`src/rtl/pipe_hazard_ctrl.sv`:
```
// Pipeline hazard sequencer: decode hazard flags -> hold/bubble/flush/redirect,
// plus mul/div wait sequencing, trap entry/exit and a saturating stall counter.
//
// state     | meaning
// ST_RUN    | normal issue; outputs decoded combinationally from decode flags
// ST_MDWAIT | mul/div in flight; front end held until md_done or timeout
// ST_TRAP   | one cycle after trap entry; redirect fetch to the latched vector
module pipe_hazard_ctrl #(
   parameter int MD_TIMEOUT = 64,
   parameter int CNT_W      = 32
) (
   input  logic             clk,
   input  logic             rst_n,
   input  logic             de_inst_valid,
   input  logic             de_ld_stall,
   input  logic             de_st_ld_conf,
   input  logic             de_br_err,
   input  logic [31:0]      de_br_target,
   input  logic             de_md_op,
   input  logic             de_exp,
   input  logic             de_e_bk,
   input  logic             de_mret,
   input  logic [31:0]      de_pc,
   input  logic             irq,
   input  logic             mie,
   input  logic [31:0]      csr_mtvec,
   input  logic [31:0]      csr_mepc,
   input  logic             md_done,
   output logic             fe_hold,
   output logic             de_hold,
   output logic             ex_bubble,
   output logic             fe_flush,
   output logic             redirect_valid,
   output logic [31:0]      redirect_pc,
   output logic             md_start,
   output logic             md_abort,
   output logic             trap_take,
   output logic [31:0]      trap_mepc,
   output logic [31:0]      trap_mcause,
   output logic             mret_take,
   output logic [CNT_W-1:0] stall_cnt
);

   localparam int TW = (MD_TIMEOUT > 1) ? $clog2(MD_TIMEOUT) : 1;
   localparam logic [TW-1:0] TMR_LOAD = TW'(MD_TIMEOUT - 1);

   typedef enum logic [1:0] {
      ST_RUN    = 2'd0,
      ST_MDWAIT = 2'd1,
      ST_TRAP   = 2'd2
   } state_t;

   state_t        state, state_nxt;
   logic [TW-1:0] tmr, tmr_nxt;
   logic [31:0]   vec, vec_nxt;
   logic          irq_take;

   assign irq_take = irq & mie;

   always_comb begin
      state_nxt      = state;
      tmr_nxt        = tmr;
      vec_nxt        = vec;
      fe_hold        = 1'b0;
      de_hold        = 1'b0;
      ex_bubble      = 1'b0;
      fe_flush       = 1'b0;
      redirect_valid = 1'b0;
      redirect_pc    = '0;
      md_start       = 1'b0;
      md_abort       = 1'b0;
      trap_take      = 1'b0;
      trap_mepc      = '0;
      trap_mcause    = '0;
      mret_take      = 1'b0;

      case (state)
         ST_RUN: begin
            if (de_inst_valid) begin
               if (de_exp || irq_take) begin
                  trap_take = 1'b1;
                  trap_mepc = de_pc;
                  ex_bubble = 1'b1;
                  fe_flush  = 1'b1;
                  fe_hold   = 1'b1;
                  // an interrupt outranks a coincident ecall/ebreak
                  if (irq_take)
                     trap_mcause = 32'h8000_000B;
                  else if (de_e_bk)
                     trap_mcause = 32'd3;
                  else
                     trap_mcause = 32'd11;
                  vec_nxt   = {csr_mtvec[31:2], 2'b00};
                  state_nxt = ST_TRAP;
               end else if (de_mret) begin
                  mret_take      = 1'b1;
                  redirect_valid = 1'b1;
                  redirect_pc    = csr_mepc;
                  fe_flush       = 1'b1;
                  ex_bubble      = 1'b1;
               end else if (de_br_err) begin
                  redirect_valid = 1'b1;
                  redirect_pc    = de_br_target;
                  fe_flush       = 1'b1;
               end else if (de_ld_stall || de_st_ld_conf) begin
                  fe_hold   = 1'b1;
                  de_hold   = 1'b1;
                  ex_bubble = 1'b1;
               end else if (de_md_op) begin
                  md_start  = 1'b1;
                  tmr_nxt   = TMR_LOAD;
                  state_nxt = ST_MDWAIT;
               end
            end
         end
         ST_MDWAIT: begin
            if (md_done) begin
               state_nxt = ST_RUN;
            end else begin
               fe_hold = 1'b1;
               de_hold = 1'b1;
               if (tmr == '0) begin
                  md_abort  = 1'b1;
                  state_nxt = ST_RUN;
               end else begin
                  tmr_nxt = tmr - TW'(1);
               end
            end
         end
         ST_TRAP: begin
            redirect_valid = 1'b1;
            redirect_pc    = vec;
            fe_flush       = 1'b1;
            ex_bubble      = 1'b1;
            state_nxt      = ST_RUN;
         end
         default: state_nxt = ST_RUN;
      endcase

      // RUN decode is combinational, so reset must also mask it
      if (!rst_n) begin
         fe_hold        = 1'b0;
         de_hold        = 1'b0;
         ex_bubble      = 1'b0;
         fe_flush       = 1'b0;
         redirect_valid = 1'b0;
         redirect_pc    = '0;
         md_start       = 1'b0;
         md_abort       = 1'b0;
         trap_take      = 1'b0;
         trap_mepc      = '0;
         trap_mcause    = '0;
         mret_take      = 1'b0;
      end
   end

   always_ff @(posedge clk or negedge rst_n) begin
      if (!rst_n) begin
         state     <= ST_RUN;
         tmr       <= '0;
         vec       <= '0;
         stall_cnt <= '0;
      end else begin
         state <= state_nxt;
         tmr   <= tmr_nxt;
         vec   <= vec_nxt;
         if (fe_hold && (stall_cnt != {CNT_W{1'b1}}))
            stall_cnt <= stall_cnt + CNT_W'(1);
      end
   end

endmodule

```
`config.mk`:
```
export PLATFORM = sky130hd
export DESIGN_NAME = pipe_hazard_ctrl
export DESIGN_NICKNAME = d
export VERILOG_FILES = /design/src/rtl/pipe_hazard_ctrl.sv
export SDC_FILE = /design/constraint.sdc
export NUM_CORES = 1
export LEC_CHECK = 0
export ABC_AREA = 1
export CORE_UTILIZATION = 40
export CTS_CLUSTER_DIAMETER = 120
export DETAILED_ROUTE_END_ITERATION = 16
export PLACE_DENSITY_LB_ADDON = 0.2
export SYNTH_ARGS = -nofsm -noshare
export SYNTH_HDL_FRONTEND = slang
export SYNTH_SLANG_ARGS = --single-unit
```
`constraint.sdc`:
```
create_clock -name clk -period 3 [get_ports clk]
set_input_delay 0.9 -clock clk [delete_from_list [all_inputs] [get_ports clk]]
set_output_delay 0.9 -clock clk [all_outputs]
set_load 0.02 [all_outputs]
```
==> results.toml <==
[synthesis]
synth_top_cell_by_area = "dfrtp_1"
syn_avg_cell_area_um2 = 6.42
synth_cell_types = 28
netlist_instances = 782
synth_top_area_frac = 0.349
netlist_top_cells_area = "dfrtp_1 (35%), nand2_1 (25%), nor2_1 (7.8%)"
seq_area_frac_synth = 0.349
syn_area_mm2 = 0.00502
yosysWarnings = 0
ys_seq_elements = 70

[placement]
portBuffers = 247
hpwl_um = 13800
gp_congestion = 0.959

[routing]
drc_errors = 0
wl_per_cell_um = 15.2
avgViaCountPerCell = 4.83
num_vias = 5948
drt_iter0_drc = 362
wirelength_um = 18700
antenna_left = 0
drtPass1Iterations = 5

[sta]
setup_viol = 0
timing_hold_violations_final = 0
holdWs_ps = 480
min_period_ps = 2960
timing.final.crit_share = 0.988
fin_skew_ps = 8.84
max_freq_mhz = 337
slew_viol_final = 0

[grt]
grt_pass1_vias = 5490
met3_usage = 0.0466
grt_pass1_wl_um = 28500
use_met2 = 0.500
overflow = 0
use_met1 = 0.351
gr-max-usage-layer = "met2"
grt_max_degree = 34
antenna_found_initial = 0
track_usage = 0.284

[floorplan]
start_util = 0.415
dieArea_mm2 = 0.0130
core_mm2 = 0.0121
core.rowCount = 40
die_y_um = 114
io-pin-count = 278
dieWidth_um = 114

[clock_tree]
ctsLongestPathBuffers = 2
cts_max_level = 3
numClockSinks = 70
tritoncts.num_buffers = 9
cts_root_buf = "clkbuf_16"
cts_tree = "built"
clk_pin_slew_ps = 60
hold_buffers = 0
clk-insertion-delay-late_ps = 320

[hold_path]
hp-class = "reg2reg"

[setup_path]
cpLargestDelayFamily = "buffers and inverters"
start_kind = "input pin"
crit_chain = "dlygate4sd2_1 > inv_2 > buf_6 > nand4_1 > buf_6 > buf_16 > o21ai_1 > buf_4"
crit_type = "in2out"
path_buf_inv = 6
critPathRequiredTime_ps = 2100
cp-end-kind = "output port"
max_stage_delay_ps = 240
cpMostUsedCell = "buf_6"
cp.arrival_ps = 2060
path_max_fanout = 7
cp_slowest_cell = "dlygate4sd2_1"

[outcome]
status = "finished clean"

[power_and_ir_drop]
internal_power_mw = 2.30
clockPowerShare = 0.304
power.leakage_nw = 4.19
powerDensity_mw_per_mm2 = 415
seqPwrFrac = 0.363
comb_power_share = 0.333
vdd_ir_drop_max_mv = 0.380
p_sw_mw = 1.14
swShare = 0.332

[finish]
fin_util = 0.685
final_net_count = 1202
syn2layout_area_growth_pct = 65.1
fillers = 1112
drive_gt1_frac = 0.191
antenna_cells = 0

[run]
cap_violations = 0
==> layout by cell type, fill, tap and decap left out, types with 4 or more instances in the layout <==
| master | count |
|---|---|
| nand2_1 | 324 |
| clkdlybuf4s50_1 | 161 |
| nor2_1 | 90 |
| dfrtp_1 | 70 |
| inv_1 | 56 |
| buf_4 | 56 |
| buf_2 | 41 |
| nand3_1 | 32 |
| conb_1 | 28 |
| a22oi_1 | 24 |
| nor2_2 | 16 |
| o21ai_2 | 16 |
| nand3b_1 | 15 |
| xor2_1 | 11 |
| o21ai_1 | 10 |
| clkbuf_16 | 10 |
| buf_12 | 10 |
| buf_6 | 9 |
| nand2_2 | 8 |
| a22oi_2 | 8 |
| dlygate4sd2_1 | 7 |
| o21ai_0 | 6 |
| xnor2_1 | 6 |
| inv_2 | 4 |
| nor2_4 | 4 |
| clkdlybuf4s15_1 | 4 |
==> worst register-to-register path: cells and delay by family, from the launching register on <==
kind	cells	cell delay, ps
DFF	1	490
buffers and inverters	3	330
adders and majority gates	1	300
and+or+nand+nor	7	670
==> synth_stat cells <==
master / n
a21oi_1: 3
a22oi_1: 32
buf_1: 3
nand3_1: 32
xnor2_1: 6
inv_1: 59
nand4_1: 3
nor2_4: 3
nor4_1: 1
nand2_1: 328
buf_6: 3
clkbuf_1: 18
nor2_2: 2
conb_1: 1
nor3b_1: 1
dfrtp_1: 70
xor2_1: 11
ha_1: 3
nor2_1: 105
buf_4: 33
o21ai_0: 26
inv_2: 2
nand3_2: 3
o21ai_1: 8
buf_2: 4
nand2_2: 4
nor3_1: 3
nand3b_1: 15
==> kinds of logic after synthesis <==
| logic type | share of synthesized area |
|---|---|
| simple gates | 0.407 |
| buf+inv | 0.121 |
| flops | 0.349 |
| compound gates | 0.0847 |
| xor+xnor | 0.0296 |
| fa+ha+maj | 0.00747 |
| other cells | 0.000746 |
==> routing by layer <==
layer / share of wire / vias to the layer above
met3: 0.063 / 31
met4: 0.027 / 0
met1: 0.42 / 2729
li1: - / 2953
met2: 0.49 / 235
met5: 0 / -
==> power by group through the flow <==
stage	registers, mW	clock network [mW]	logic [mW]
floorplan	1.27	0	0.579
global placement	1.26	0	1.09
detailed placement	1.26	0	1.11
CTS	1.25	1.07	1.11
global route	1.27	1.12	1.26
finish	1.25	1.05	1.15
==> repair_timing <==
| item | in CTS | in global routing |
|---|---|---|
| gates cloned | 5 | 1 |
| buffers inserted | 5 | 1 |
| resized for setup | 299 | 79 |
| pin swaps | 7 | 7 |
| endpoints found under the setup margin | 76 | 55 |
==> registers in the layout, summed over array words and instances (netlist names) <==
signal	count
tmr	6
state	2
vec	30
stall_cnt	32
==> through the flow <==
step	TNS, ps	std cells	instance area [µm²]	setup slack, ps	power, mW
3_3_place_gp	-44280	1203	7880	-680	2.35
5_1_grt	-5.11	1231	8300	-5.11	3.65
6_report	0	1231	8300	35.4	3.44
2_1_floorplan	-172	809	5160	-17.2	1.85
3_5_place_dp	-45150	1203	7880	-726	2.37
4_1_cts	-50.6	1229	8160	-25.8	3.43
==> layout make-up <==
type / count / area (µm²) / area share
clock buffers: 9 / 225 / 0.0271
clock inverters: 7 / 73.8 / 0.00890
inverters: 61 / 231 / 0.0279
multi-input cells: 617 / 2940 / 0.354
flip-flops and latches: 70 / 1750 / 0.211
well taps: 168 / 210 / 0.0253
repair buffers: 299 / 2860 / 0.345
==> path summary, 6_finish.rpt <==
kind / startpoint / end / slack (ps) / cells past startpoint
setup / recovery: de_exp / redirect_pc[15] / 40 / 8
setup reg to reg: stall_cnt[0]$_DFFE_PN0P_ / stall_cnt[25]$_DFFE_PN0P_ / 1090 / 11
hold / removal: vec[11]$_DFFE_PN0P_ / vec[11]$_DFFE_PN0P_ / 480 / 2
hold reg to reg: vec[11]$_DFFE_PN0P_ / vec[11]$_DFFE_PN0P_ / 480 / 2
max in group asynchronous: rst_n / tmr[3]$_DFFE_PN0P_ / 1840 / 4
min in group asynchronous: rst_n / vec[7]$_DFFE_PN0P_ / 520 / 2
(Power assumes the default switching activity.)
